**src/rtl/dm_dump_reader.sv**
```systemverilog
// Streams a window of data memory out as valid/ready bytes after the core finishes.
// Optional trailing XOR checksum beat: define DM_DUMP_CHECKSUM_EN.
`timescale 1ns/1ps
module dm_dump_reader #(
  parameter int AW    = 8,
  parameter int DW    = 8,
  parameter int BASE  = 0,
  parameter int COUNT = 16
) (
  input  logic          clk,
  input  logic          reset,
  input  logic          done,
  output logic [AW-1:0] dm_addr,
  output logic          dm_rd_en,
  input  logic [DW-1:0] dm_data,
  output logic [DW-1:0] tx_data,
  output logic          tx_valid,
  input  logic          tx_ready,
  output logic          tx_last,
  output logic          busy,
  output logic          finished
);

  typedef enum logic [2:0] {
    IDLE,
    FETCH,
    SEND,
`ifdef DM_DUMP_CHECKSUM_EN
    CSUM,
`endif
    DONE
  } state_t;

  localparam logic [AW:0] LAST =
    (COUNT == 0) ? '0 : (AW+1)'(COUNT - 1);
  localparam logic [AW-1:0] BASE_A = AW'(BASE);

  state_t      state;
  state_t      next;
  logic        done_q;
  logic [AW:0] idx;
  logic        start;
  logic        hs;
  logic        at_last;

`ifdef DM_DUMP_CHECKSUM_EN
  logic [DW-1:0] csum;
`endif

  assign start   = done & ~done_q;
  assign hs      = tx_valid & tx_ready;
  assign at_last = (idx == LAST);

  always_comb begin
    next = state;
    case (state)
      IDLE:  if (start) next = (COUNT == 0) ? DONE : FETCH;
      FETCH: next = SEND;
      SEND: begin
        if (hs) begin
`ifdef DM_DUMP_CHECKSUM_EN
          next = at_last ? CSUM : FETCH;
`else
          next = at_last ? DONE : FETCH;
`endif
        end
      end
`ifdef DM_DUMP_CHECKSUM_EN
      CSUM:  if (hs) next = DONE;
`endif
      DONE:  if (!done) next = IDLE;
      default: next = IDLE;
    endcase
  end

  always_comb begin
    dm_rd_en = (state == FETCH);
    dm_addr  = '0;
    if (dm_rd_en) dm_addr = BASE_A + idx[AW-1:0];
    finished = (state == DONE);
    busy     = (state == FETCH) || (state == SEND);
`ifdef DM_DUMP_CHECKSUM_EN
    if (state == CSUM) busy = 1'b1;
`endif
  end

  always_ff @(posedge clk or negedge reset) begin
    if (!reset) begin
      state  <= IDLE;
      done_q <= 1'b0;
    end else begin
      state  <= next;
      done_q <= done;
    end
  end

  always_ff @(posedge clk or negedge reset) begin
    if (!reset) begin
      idx      <= '0;
      tx_data  <= '0;
      tx_valid <= 1'b0;
      tx_last  <= 1'b0;
`ifdef DM_DUMP_CHECKSUM_EN
      csum     <= '0;
`endif
    end else begin
      case (state)
        IDLE: begin
          if (start) begin
            idx <= '0;
`ifdef DM_DUMP_CHECKSUM_EN
            csum <= '0;
`endif
          end
        end
        FETCH: begin
          tx_data  <= dm_data;
          tx_valid <= 1'b1;
`ifdef DM_DUMP_CHECKSUM_EN
          tx_last  <= 1'b0;
`else
          tx_last  <= at_last;
`endif
        end
        SEND: begin
          if (hs) begin
            tx_valid <= 1'b0;
            tx_last  <= 1'b0;
            if (!at_last) idx <= idx + 1'b1;
`ifdef DM_DUMP_CHECKSUM_EN
            csum <= csum ^ tx_data;
            // the checksum beat follows the last data beat with no fetch gap
            if (at_last) begin
              tx_data  <= csum ^ tx_data;
              tx_valid <= 1'b1;
              tx_last  <= 1'b1;
            end
`endif
          end
        end
`ifdef DM_DUMP_CHECKSUM_EN
        CSUM: begin
          if (hs) begin
            tx_valid <= 1'b0;
            tx_last  <= 1'b0;
          end
        end
`endif
        default: ;
      endcase
    end
  end

endmodule

```
**config.mk**
```make
export PLATFORM = sky130hd
export DESIGN_NAME = dm_dump_reader
export DESIGN_NICKNAME = d
export VERILOG_FILES = /design/src/rtl/dm_dump_reader.sv
export SDC_FILE = /design/constraint.sdc
export NUM_CORES = 1
export LEC_CHECK = 0
export BUFFER_PORTS_ARGS = -buffer_cell sky130_fd_sc_hd__buf_2
export CORE_MARGIN = 2
export CORE_UTILIZATION = 48
export CTS_BUF_LIST = sky130_fd_sc_hd__clkbuf_4
export CTS_CLUSTER_SIZE = 20
export DETAILED_ROUTE_END_ITERATION = 8
export GPL_ROUTABILITY_DRIVEN = 1
export PLACE_DENSITY = 0.73
export SYNTH_ARGS = -nofsm -noshare
export SYNTH_HDL_FRONTEND = slang
export SYNTH_SLANG_ARGS = --single-unit
export TNS_END_PERCENT = 1
```
**constraint.sdc**
```tcl
create_clock -name clk -period 1.9 [get_ports clk]
set_input_delay 0.38 -clock clk [delete_from_list [all_inputs] [get_ports clk]]
set_output_delay 0.38 -clock clk [all_outputs]
set_load 0.05 [all_outputs]
```
* Yosys cells after proc, flatten, opt, wreduce, memory -nomap -nowiden
Index checks and enable logic that the tools add are counted.
Word-level totals: register bits 23
Operators by class: bitwise operators 3, mux-type cells 13, add/sub/neg operators 1, reductions and logical operators 7, eq/ne operators 8
Operator list (count):
- $mux W9 | 3
- $pmux W9 S2 | 1
- $pmux W3 S4 | 1
- $add A9 B1 Y9 const B | 1
- $eq A9 B4 Y1 const B | 1
- $mux W3 | 3
- $mux W8 | 1
- $ne A2 B2 Y1 const B | 4
- $eq A3 B2 Y1 const B | 2
- $pmux W1 S2 | 2
- $reduce_and A4 Y1 | 1
- $reduce_bool A2 Y1 | 2
- $eq A3 B1 Y1 const B | 1
- $logic_not A3 Y1 | 1
- $reduce_and A3 Y1 | 1
- $and A1 B1 Y1 | 2
- $mux W2 | 1
- $reduce_and A2 Y1 | 1
- $logic_or A1 B1 Y1 | 1
- $mux W1 | 1
- $not A1 Y1 | 1

* Longest topological paths before layout
Gate-level depths: netlist of run 1.
depth in word-level cells 4, depth in mapped cells 7

* Worst setup path before layout of run 1
Ideal clock, no wire load.
path kind reg2out, start register state[1], end output port dm_addr[0], path buffers 2, data required time 1520 ps, slack -498 ps, stages on the path, launching flop included 6, arrival 2018 ps, cell sequence dfrtp_1 -> inv_1 -> ha_1 -> clkbuf_1 -> clkbuf_1 -> and2_1
On the way: cells in the longest elaborated chain, start to end 2
Ends and longest elaborated chain:
- start: declaration | line 38 | state_t state;
- start signal: assignment | line 92 | state <= next;
- $eq A3 B1 Y1 | line 77 | dm_rd_en = (state == FETCH);
- via dm_rd_en | line 14 | output logic dm_rd_en,
- $mux W8 | line 79 | if (dm_rd_en) dm_addr = BASE_A + idx[AW-1:0];
- end: declaration | line 13 | output logic [AW-1:0] dm_addr,
The timed path passes the listed nets, and every way through them passes these cells.

* Final worst setup path of run 1
start register idx[6], end register idx[6]
On the way: cells in the longest elaborated chain, start to end 4
Ends and longest elaborated chain:
- start: declaration | line 41 | logic [AW:0] idx;
- start signal: assignment | line 129 | if (!at_last) idx <= idx + 1'b1;
- $add A9 B1 Y9 | line 129
- $mux W9 | line 129
- $mux W9 | line 126 | if (hs) begin
- $pmux W9 S2 | line 107 | case (state)
Several ways; a longest one is shown, not always the timed one. The select of a mux whose other input is x is not followed. A chain may end at the register's enable or synchronous reset.

==> results of run 1 <==
==> stage by stage <==
stage               power (uW)  worst slack, ns  instance area (sq um)  utilization
finish                    2540           0.0679                   1530        0.672
global route              2670           0.0163                   1530        0.672
CTS                       2540          0.00632                   1510        0.662
detailed placement        2170            0.120                   1450        0.635
global placement          2130            0.130                   1450        0.635
floorplan                 1790          -0.0313                   1210            -
==> cell usage in the layout, fill, tap and decap left out, drive strengths merged, types with 2 or more instances in the layout <==
| master | instances |
|---|---|
| a21oi | 4 |
| and2 | 8 |
| buf | 32 |
| clkbuf | 11 |
| dfrtp | 22 |
| ha | 5 |
| inv | 10 |
| mux2 | 8 |
| mux2i | 3 |
| nand2 | 8 |
| nand2b | 2 |
| nand3 | 8 |
| nand4 | 4 |
| nor2 | 6 |
| nor3 | 3 |
| o211ai | 2 |
| o21ai | 7 |
| o221ai | 3 |
| o41ai | 2 |
==> where the power goes <==
part / internal (uW) / switching (uW)
combinational: 482 / 1000
clock: 213 / 145
sequential: 608 / 86.6
==> repair_timing <==
action | 4_1_cts | 5_1_grt
endpoints found under the hold margin | 0 | 0
gates resized for setup | 1 | 10
setup endpoints to repair | 8 | 9
hold buffers | 0 | 0
==> synthesized netlist by cell type, types with 2 or more instances <==
cell,number,area (sq um)
nand3_1,8,40.0
mux2i_1,3,30.0
and2_1,7,43.8
o221ai_1,3,26.3
nor2_1,6,22.5
ha_1,5,62.6
o211ai_1,2,15.0
a21oi_1,4,20.0
o21ai_0,7,35.0
nand2_1,7,26.3
mux2_2,8,90.1
nand2b_1,2,12.5
clkbuf_1,4,15.0
dfrtp_1,22,551
inv_1,10,37.5
nand4_1,4,25.0
nor3_1,3,15.0
==> critical path: stages (launching register included) <==
cell and delay (ns):
dfrtp_2 0.47, or4_4 0.55, o31a_2 0.37, nand2_2 0.15
o221ai_1 0.17
==> cell families after synthesis <==
logic type,after synthesis,share of synthesized area
DFF,22,0.465
AOI/OAI and AO/OA,25,0.153
and+or+nand+nor,41,0.183
buffers and inverters,14,0.0444
adders and majority gates,5,0.0529
muxes,11,0.101
==> worst max path at each step <==
| stage | startpoint | endpoint | cells after the start |
|---|---|---|---|
| detailed placement | idx[6]$_DFFE_PN0P_ | state[1]$_DFFE_PN0P_ | 3 |
| CTS | state[1]$_DFFE_PN0P_ | dm_addr[7] | 4 |
| global placement | idx[6]$_DFFE_PN0P_ | idx[2]$_DFFE_PN0P_ | 5 |
| floorplan | state[1]$_DFFE_PN0P_ | dm_addr[0] | 5 |
| finish | idx[6]$_DFFE_PN0P_ | idx[6]$_DFFE_PN0P_ | 4 |
| global route | idx[6]$_DFFE_PN0P_ | idx[6]$_DFFE_PN0P_ | 4 |
==> sequential cells by signal, summed over array words and instances (netlist names) <==
register  flops
state         2
tx_last       1
tx_data       8
done_q        1
idx           9
tx_valid      1
==> metal layers <==
layer | share of wire | global-route usage | vias up
met5 | 0 | 0 | -
met4 | 0.0076 | 0.0769 | 0
met3 | 0.052 | 0.0333 | 2
met2 | 0.49 | 0.374 | 36
met1 | 0.45 | 0.289 | 470
li1 | - | - | 507
==> layout make-up <==
type | count | area share
clock buffers | 3 | 0.0147
clock inverters | 1 | 0.0196
inverters | 10 | 0.0245
multi-input cells | 82 | 0.400
flip-flops and latches | 22 | 0.361
well taps | 28 | 0.0229
repair buffers | 40 | 0.157
==> impl_metrics.py, run 1 <==
metrics = {
    "timing": {
        "period_needed_ns": 1.83,
        "setup_viol": 0,
        "post-route-period-util": 0.964,
        "finalHoldViolCount": 0,
        "setup_tns_ns": 0,
        "slew_violations": 0,
        "skew_ns": 0.00418,
        "worst_hold_slack_ns": 0.0162,
        "clock.fmax_mhz": 546,
        "slew_headroom": 0.669,
        "tightest_slew_ns": 0.496,
        "rsz0062_at_grt": "false",
    },
    "finish": {
        "syn2layout_area_growth_pct": 29.2,
        "drive_gt1_frac": 0.424,
        "diodes": 0,
        "fin_nets": 176,
        "fillers": 195,
        "multi_input_area_sq_um": 612,
        "register_area_sq_um": 552,
        "stdcell_count": 186,
    },
    "drt": {
        "via_count": 1015,
        "first_pass_iters": 4,
        "via_per_inst": 5.46,
        "dr.first_iter.drc_count": 46,
        "wl_mm": 2.78,
        "drc": 0,
        "final_antenna_net_count": 0,
        "wl_per_cell_um": 14.9,
    },
    "placed_design": {
        "hpwl_mm": 1.96,
        "dp.cells": 182,
        "portBuffers": 32,
        "place_congestion": 0.827,
    },
    "power": {
        "power_density_nw_per_um2": 1660,
        "power.leakage_uw": 0.000706,
        "vdd_drop_max_v": 0.00150,
    },
    "global_route": {
        "antenna_found_initial": 0,
        "grt_pass1_wl_mm": 4.51,
        "grt_use_total": 0.221,
        "grt_pass1_vias": 950,
        "grt_max_degree": 23,
        "grt-ovfl-total": 0,
    },
    "cts": {
        "post-cts-setup-buffers": 0,
        "clock_sinks": 22,
        "cts_max_path_buffers": 2,
        "cts_tree": "built",
        "worst_skew_pair.late_latency_ns": 0.31,
        "clock-root-buffer": "clkbuf_4",
        "h-tree-depth": 1,
        "path_clk_slew_ns": 0.13,
        "cts_buffers": 3,
    },
    "setup_path": {
        "arrival_ns": 2.01,
        "reg2reg_from": "idx[6]$_DFFE_PN0P_",
        "rrSetupSlack_ns": 0.07,
        "crit_type": "flip-flop to flip-flop",
        "worst-path-max-fanout": 8,
        "r2r-end": "idx[6]$_DFFE_PN0P_",
        "end_kind": "flip-flop",
        "reg2regPathDepth": 4,
        "start_kind": "flip-flop",
        "required_ns": 2.08,
    },
    "logic_synthesis": {
        "seq_area_frac_synth": 0.465,
        "synth_edf_count": 0,
        "async_flop_share": 1.00,
        "syn_nets": 135,
        "mappedNetlistArea_sq_um": 1180,
        "synthFlopType": "dfrtp_1",
        "syn_area_per_cell_sq_um": 10.0,
        "netlist_instances": 118,
        "synth_seq_cells": 22,
        "yosysWarnings": 0,
        "yosysUniqueCellTypes": 30,
    },
    "outcome": {
        "status": "finished, final reports clean",
    },
    "die": {
        "core_sq_um": 2280,
        "pin_count": 33,
        "die-area_sq_um": 2880,
        "rows": 17,
        "start_util": 0.520,
        "die_w_um": 53.7,
        "die_h_um": 53.7,
    },
    "min_path": {
        "hold_class": "input port to async pin",
    },
    "flow_run": {
        "cap_viol_max_count": 0,
    },
}
No activity file was read; power rests on OpenSTA's default activity.
==> run 2: changes to the inputs <==
--- a/config.mk
+++ b/config.mk
@@ -5,14 +5,15 @@
 export SDC_FILE = /design/constraint.sdc
 export NUM_CORES = 1
 export LEC_CHECK = 0
+export ABC_AREA = 1
 export BUFFER_PORTS_ARGS = -buffer_cell sky130_fd_sc_hd__buf_2
 export CORE_MARGIN = 2
-export CORE_UTILIZATION = 48
+export CORE_UTILIZATION = 45
 export CTS_BUF_LIST = sky130_fd_sc_hd__clkbuf_4
 export CTS_CLUSTER_SIZE = 20
 export DETAILED_ROUTE_END_ITERATION = 8
 export GPL_ROUTABILITY_DRIVEN = 1
-export PLACE_DENSITY = 0.73
+export PLACE_DENSITY = 0.69
 export SYNTH_ARGS = -nofsm -noshare
 export SYNTH_HDL_FRONTEND = slang
 export SYNTH_SLANG_ARGS = --single-unit
==> impl_metrics.py, run 2 <==
metrics = {
    "power": {
        "vdd_drop_max_v": 0.00111,
        "power.leakage_uw": 0.000841,
        "power_density_nw_per_um2": 1540,
    },
    "drt": {
        "drc": 0,
        "first_pass_iters": 4,
        "wl_per_cell_um": 10.4,
        "wl_mm": 2.40,
        "final_antenna_net_count": 0,
        "dr.first_iter.drc_count": 27,
        "via_count": 1077,
        "via_per_inst": 4.68,
    },
    "cts": {
        "cts_tree": "built",
        "post-cts-setup-buffers": 0,
        "cts_buffers": 3,
        "cts_max_path_buffers": 2,
        "cts_resized": 8,
        "clock-root-buffer": "clkbuf_4",
        "h-tree-depth": 1,
        "ctsHoldBuffers": 0,
        "clock_sinks": 22,
        "path_clk_slew_ns": 0.12,
        "worst_skew_pair.late_latency_ns": 0.30,
    },
    "finish": {
        "fin_nets": 217,
        "largest-register": "idx",
        "syn2layout_area_growth_pct": 24.4,
        "largest_register_ffs": 9,
        "diodes": 0,
        "post-route-cell-area_sq_um": 1550,
        "layout_commonest_cell": "nand2_1",
        "drive_gt1_frac": 0.291,
        "final_cell_mix": "79 x nand2_1, 24 x buf_2, 22 x dfrtp_1, 12 x inv_1, 9 x buf_4",
        "top_regs": "idx: 9 flops, tx_data: 8 flops, state: 2 flops",
    },
    "logic_synthesis": {
        "synth_most_common_cell": "nand2_1",
        "synth_seq_cells": 22,
        "syn_area_per_cell_sq_um": 7.48,
        "netlist_instances": 166,
        "yosysTopAreaCell": "dfrtp_1",
        "async_flop_share": 1.00,
        "synth_compound_area_frac": 0.0252,
        "yosysWarnings": 0,
        "synth_top_family_by_area": "simple AND/OR/NAND/NOR gates",
        "synth_edf_count": 0,
        "yosysUniqueCellTypes": 23,
        "netlist_top_cells_area": "dfrtp_1 44%, nand2_1 24%, inv_1 6.3%",
        "synth_top_area_share": 0.443,
        "syn_nets": 183,
        "mappedNetlistArea_sq_um": 1240,
        "synthFlopType": "dfrtp_1",
        "synth_xor_area_frac": 0.0352,
        "yosys-mux-area-fraction": 0,
        "synthAdderAreaFrac": 0.0504,
        "synthTopCellsByCount": "79 x nand2_1, 22 x dfrtp_1, 21 x inv_1",
        "synth_simple_gate_area_frac": 0.362,
        "seq_area_frac_synth": 0.443,
    },
    "timing": {
        "slew_headroom": 0.673,
        "setup_tns_ns": 0,
        "clock.fmax_mhz": 558,
        "tightest_slew_ns": 0.491,
        "rsz0062_at_grt": "false",
        "skew_ns": 0.000970,
        "setup_viol": 0,
        "period_needed_ns": 1.79,
        "post-route-period-util": 0.944,
        "slew_violations": 0,
        "finalHoldViolCount": 0,
    },
    "setup_path": {
        "reg2regPathDepth": 9,
        "r2r-end": "idx[8]$_DFFE_PN0P_",
        "start_kind": "flip-flop",
        "end_kind": "output pin",
        "arrival_ns": 1.41,
        "rrSetupSlack_ns": 0.23,
        "worst-path-max-fanout": 4,
        "reg2reg_from": "state[0]$_DFFE_PN0P_",
        "required_ns": 1.52,
        "crit_type": "flip-flop to output pin",
    },
    "min_path": {
        "hold_class": "input port to async pin",
    },
    "global_route": {
        "grt_use_total": 0.169,
        "grt_pass1_wl_mm": 4.28,
        "grt_pass1_vias": 1038,
        "grt_max_degree": 23,
        "antenna_found_initial": 0,
        "grt-ovfl-total": 0,
    },
    "die": {
        "pin_count": 33,
        "rows": 19,
        "die-area_sq_um": 3200,
        "core_sq_um": 2690,
        "start_util": 0.463,
        "die_h_um": 56.5,
        "die_w_um": 56.5,
    },
    "outcome": {
        "status": "finished, final reports clean",
    },
    "placed_design": {
        "placedInstanceArea_sq_um": 1470,
        "place_congestion": 0.777,
        "hpwl_mm": 1.87,
        "portBuffers": 32,
    },
    "flow_run": {
        "cap_viol_max_count": 0,
    },
}
==> run 2: changes by cell type after synthesis, moves of 3 or more <==
cell / change
nand2_1: +72
nor3_1: -3
o21ai_0: -5
mux2i_1: -3
inv_1: +11
buf_2: +3
xor2_1: +3
and2_1: -7
mux2_2: -8
clkbuf_1: -3
nand4_1: -3
o221ai_1: -3
==> run 2: how the worst max path moves through the flow <==
stage                     cells past startpoint            endpoint  slack, ns                 start
after global routing                          5          dm_addr[3]      0.007  state[1]$_DFFE_PN0P_
after CTS                                     5          dm_addr[1]       0.02  state[1]$_DFFE_PN0P_
after global placement                        9  idx[2]$_DFFE_PN0P_       0.35  state[0]$_DFFE_PN0P_
after detailed placement                      9  idx[8]$_DFFE_PN0P_       0.24  state[0]$_DFFE_PN0P_
final                                         3                busy       0.11  state[0]$_DFFE_PN0P_
after floorplan                               6          dm_addr[7]       0.08  state[1]$_DFFE_PN0P_
==> run 2: where the power goes <==
part / internal, uW / switching [uW] / total, uW
sequential: 603 / 95.3 / 698
combinational: 346 / 983 / 1330
clock: 213 / 141 / 354
total: 1160 / 1220 / 2380
==> run 2: logic make-up (layout without fill, tap and decap cells) <==
logic type               Yosys count  after routing
XOR/XNOR                           5              5
AND/OR/NAND/NOR                  101            101
buffers and inverters             27             60
adder cells (fa/ha/maj)            5              5
flip-flops                        22             22
AO/OA/AOI/OAI                      6              6
==> run 2: routing by layer <==
layer  up-vias  GRT usage  part of all wire
met2        20      0.291              0.51
met5         -          0                 0
met1       489      0.210              0.44
met4         0     0.0612            0.0075
li1        566          -                 -
met3         2     0.0300             0.040
==> run 2: cell type report <==
class / count / area (sq um)
timing repair buffer: 33 / 188
clock inverter: 1 / 30.0
multi-input combinational: 117 / 599
clock buffer: 3 / 22.5
sequential: 22 / 551
tap: 31 / 38.8
fill: 248 / 1140
inverter: 23 / 116
==> run 2: stage by stage <==
step / std cells / power (uW) / utilization / hold slack, ns / setup slack, ns
finish: 230 / 2380 / 0.575 / 0.0183 / 0.107
CTS: 230 / 2420 / 0.575 / 0.0181 / 0.0232
detailed placement: 226 / 2050 / 0.548 / 0.373 / 0.242
global placement: 226 / 2020 / 0.548 / 0.372 / 0.345
floorplan: 166 / 1770 / - / 0.0844 / 0.0817
global route: 230 / 2560 / 0.575 / 0.0412 / 0.00737
==> run 2: critical path: stages, from the launching register on <==
cell	delay (ns)
dfrtp_1	0.46
inv_1	0.12
ha_1	0.28
buf_2	0.25
==> run 3: changes to the inputs <==
--- a/config.mk
+++ b/config.mk
@@ -7,13 +7,12 @@
 export LEC_CHECK = 0
 export ABC_AREA = 1
 export BUFFER_PORTS_ARGS = -buffer_cell sky130_fd_sc_hd__buf_2
-export CORE_MARGIN = 2
-export CORE_UTILIZATION = 45
+export CORE_UTILIZATION = 49
 export CTS_BUF_LIST = sky130_fd_sc_hd__clkbuf_4
 export CTS_CLUSTER_SIZE = 20
 export DETAILED_ROUTE_END_ITERATION = 8
 export GPL_ROUTABILITY_DRIVEN = 1
-export PLACE_DENSITY = 0.69
+export PLACE_DENSITY = 0.74
 export SYNTH_ARGS = -nofsm -noshare
 export SYNTH_HDL_FRONTEND = slang
 export SYNTH_SLANG_ARGS = --single-unit
==> impl_metrics.py, run 3 (synthesized netlist as in run 2, its figures left out) <==
metrics = {
    "finish": {
        "fin_nets": 218,
        "final_cell_mix": "79 x nand2_1, 25 x buf_2, 22 x dfrtp_1, 12 x inv_1, 9 x buf_4",
        "layout_commonest_cell": "nand2_1",
        "largest_register_ffs": 9,
        "largest-register": "idx",
        "syn2layout_area_growth_pct": 22.4,
        "stdcell_count": 228,
        "diodes": 0,
        "top_regs": "idx: 9 flops, tx_data: 8 flops, state: 2 flops",
        "fillers": 202,
        "drive_gt1_frac": 0.290,
    },
    "placed_design": {
        "place_congestion": 0.815,
        "dpl_worst_slack_ns": 0.229,
        "portBuffers": 32,
        "hpwl_mm": 1.83,
        "dp.cells": 222,
    },
    "die": {
        "rows": 17,
        "core_sq_um": 2300,
        "die-area_sq_um": 2740,
        "die_h_um": 52.4,
        "start_util": 0.541,
        "die_w_um": 52.4,
        "pin_count": 33,
    },
    "setup_path": {
        "required_ns": 1.52,
        "slowest_stage": "dfrtp_1",
        "max_stage_delay_ns": 0.44,
        "cp-startpoint": "state[1]$_DFFE_PN0P_",
        "end_kind": "output pin",
        "start_kind": "flip-flop",
        "worst-path-max-fanout": 11,
        "reg2reg_from": "state[0]$_DFFE_PN0P_",
        "crit_type": "flip-flop to output pin",
        "arrival_ns": 1.43,
        "cp_cell_sequence": "inv_2 > ha_4 > nand2_1 > clkinvlp_4 > buf_4",
    },
    "drt": {
        "wl_mm": 2.42,
        "dr.first_iter.drc_count": 12,
        "via_count": 1088,
        "via_per_inst": 4.77,
        "final_antenna_net_count": 0,
        "drc": 0,
        "wl_per_cell_um": 10.6,
        "first_pass_iters": 4,
    },
    "timing": {
        "skew_ns": 0.00307,
        "slew_violations": 0,
        "clock.fmax_mhz": 553,
        "rsz0062_at_grt": "false",
        "post-route-period-util": 0.952,
        "slew_headroom": 0.677,
        "finalHoldViolCount": 0,
        "tightest_slew_ns": 0.484,
        "fin_ws_ns": 0.0911,
        "setup_viol": 0,
        "setup_tns_ns": 0,
        "period_needed_ns": 1.81,
    },
    "cts": {
        "worst_skew_pair.late_latency_ns": 0.30,
        "cts_tree": "built",
        "cts_max_path_buffers": 2,
        "clock-root-buffer": "clkbuf_4",
        "clock_sinks": 22,
        "h-tree-depth": 1,
        "cts_buffers": 3,
        "path_clk_slew_ns": 0.12,
        "ctsHoldBuffers": 0,
    },
    "global_route": {
        "grt-ovfl-total": 0,
        "grt_pass1_vias": 1069,
        "antenna_found_initial": 0,
        "grt_max_degree": 23,
        "grt_use_total": 0.216,
        "grt_pass1_wl_mm": 4.37,
    },
    "flow_run": {
        "cap_viol_max_count": 0,
    },
    "power": {
        "vdd_drop_max_v": 0.00141,
        "power_density_nw_per_um2": 1490,
        "power.leakage_uw": 0.000833,
    },
    "outcome": {
        "status": "finished, final reports clean",
    },
    "min_path": {
        "hold_class": "input port to async pin",
    },
}
==> run 3: cell count changes in the layout (fill, tap and decap cells not counted) <==
| cell | before | now |
|---|---|---|
| buf_2 | 24 | 25 |
| bufinv_16 | 1 | 0 |
| clkinv_1 | 0 | 1 |
==> run 3: path summary, 6_finish.rpt <==
kind,endpoint,slack (ns),cells past startpoint
max reg2reg,idx[1]$_DFFE_PN0P_,0.25,9
min in group clk,done_q$_DFF_PN0_,0.21,1
max in group asynchronous,tx_valid$_DFFE_PN0P_,1.55,1
max,dm_addr[7],0.09,5
min reg2reg,tx_data[5]$_DFFE_PN0P_,0.48,2
min,tx_data[7]$_DFFE_PN0P_,0.02,1
==> run 3: power breakdown <==
group	switching [uW]	internal, uW	leakage, uW	total, uW
logic	1000	353	0.000533	1350
clock network	134	76.4	0.0000154	210
registers	94.8	603	0.000285	698
total	1230	1030	0.000833	2260
==> run 3: worst max-delay path, delay by kind of cell (launching register included) <==
family                     cells  cell delay, ns
adders and majority gates      1            0.21
buffers and inverters          3            0.36
DFF                            1            0.44
and+or+nand+nor                1            0.11
==> run 3: through the flow <==
| step | area [sq um] | util | power (uW) | hold slack [ns] |
|---|---|---|---|---|
| 6_report | 1520 | 0.662 | 2260 | 0.0237 |
| 5_1_grt | 1520 | 0.662 | 2430 | 0.0529 |
| 4_1_cts | 1510 | 0.658 | 2270 | 0.0292 |
| 3_5_place_dp | 1460 | 0.636 | 2040 | 0.371 |
| 3_3_place_gp | 1460 | 0.636 | 2000 | 0.363 |
| 2_1_floorplan | 1290 | - | 1770 | 0.0844 |
==> run 3: repair_timing <==
| action | CTS | global route |
|---|---|---|
| endpoints found under the setup margin | 8 | 8 |
| resized for setup | 8 | 1 |
| setup buffers | 1 | 1 |
| gates cloned | 0 | 0 |
==> run 3: metal layers <==
metal	up-vias	global-route usage	wire, um
li1	570	-	-
met2	16	0.384	1210
met1	500	0.257	1130
met5	-	0	0
met4	0	0.0965	17
met3	2	0.0261	58
==> run 3: final cells by class <==
class / count / area (sq um) / share of cell area
clock buffers: 3 / 22.5 / 0.0148
clock inverters: 1 / 3.75 / 0.00247
inverters: 23 / 116 / 0.0765
multi-input cells: 117 / 599 / 0.394
flip-flops and latches: 22 / 551 / 0.362
well taps: 28 / 35.0 / 0.0230
repair buffers: 34 / 193 / 0.127
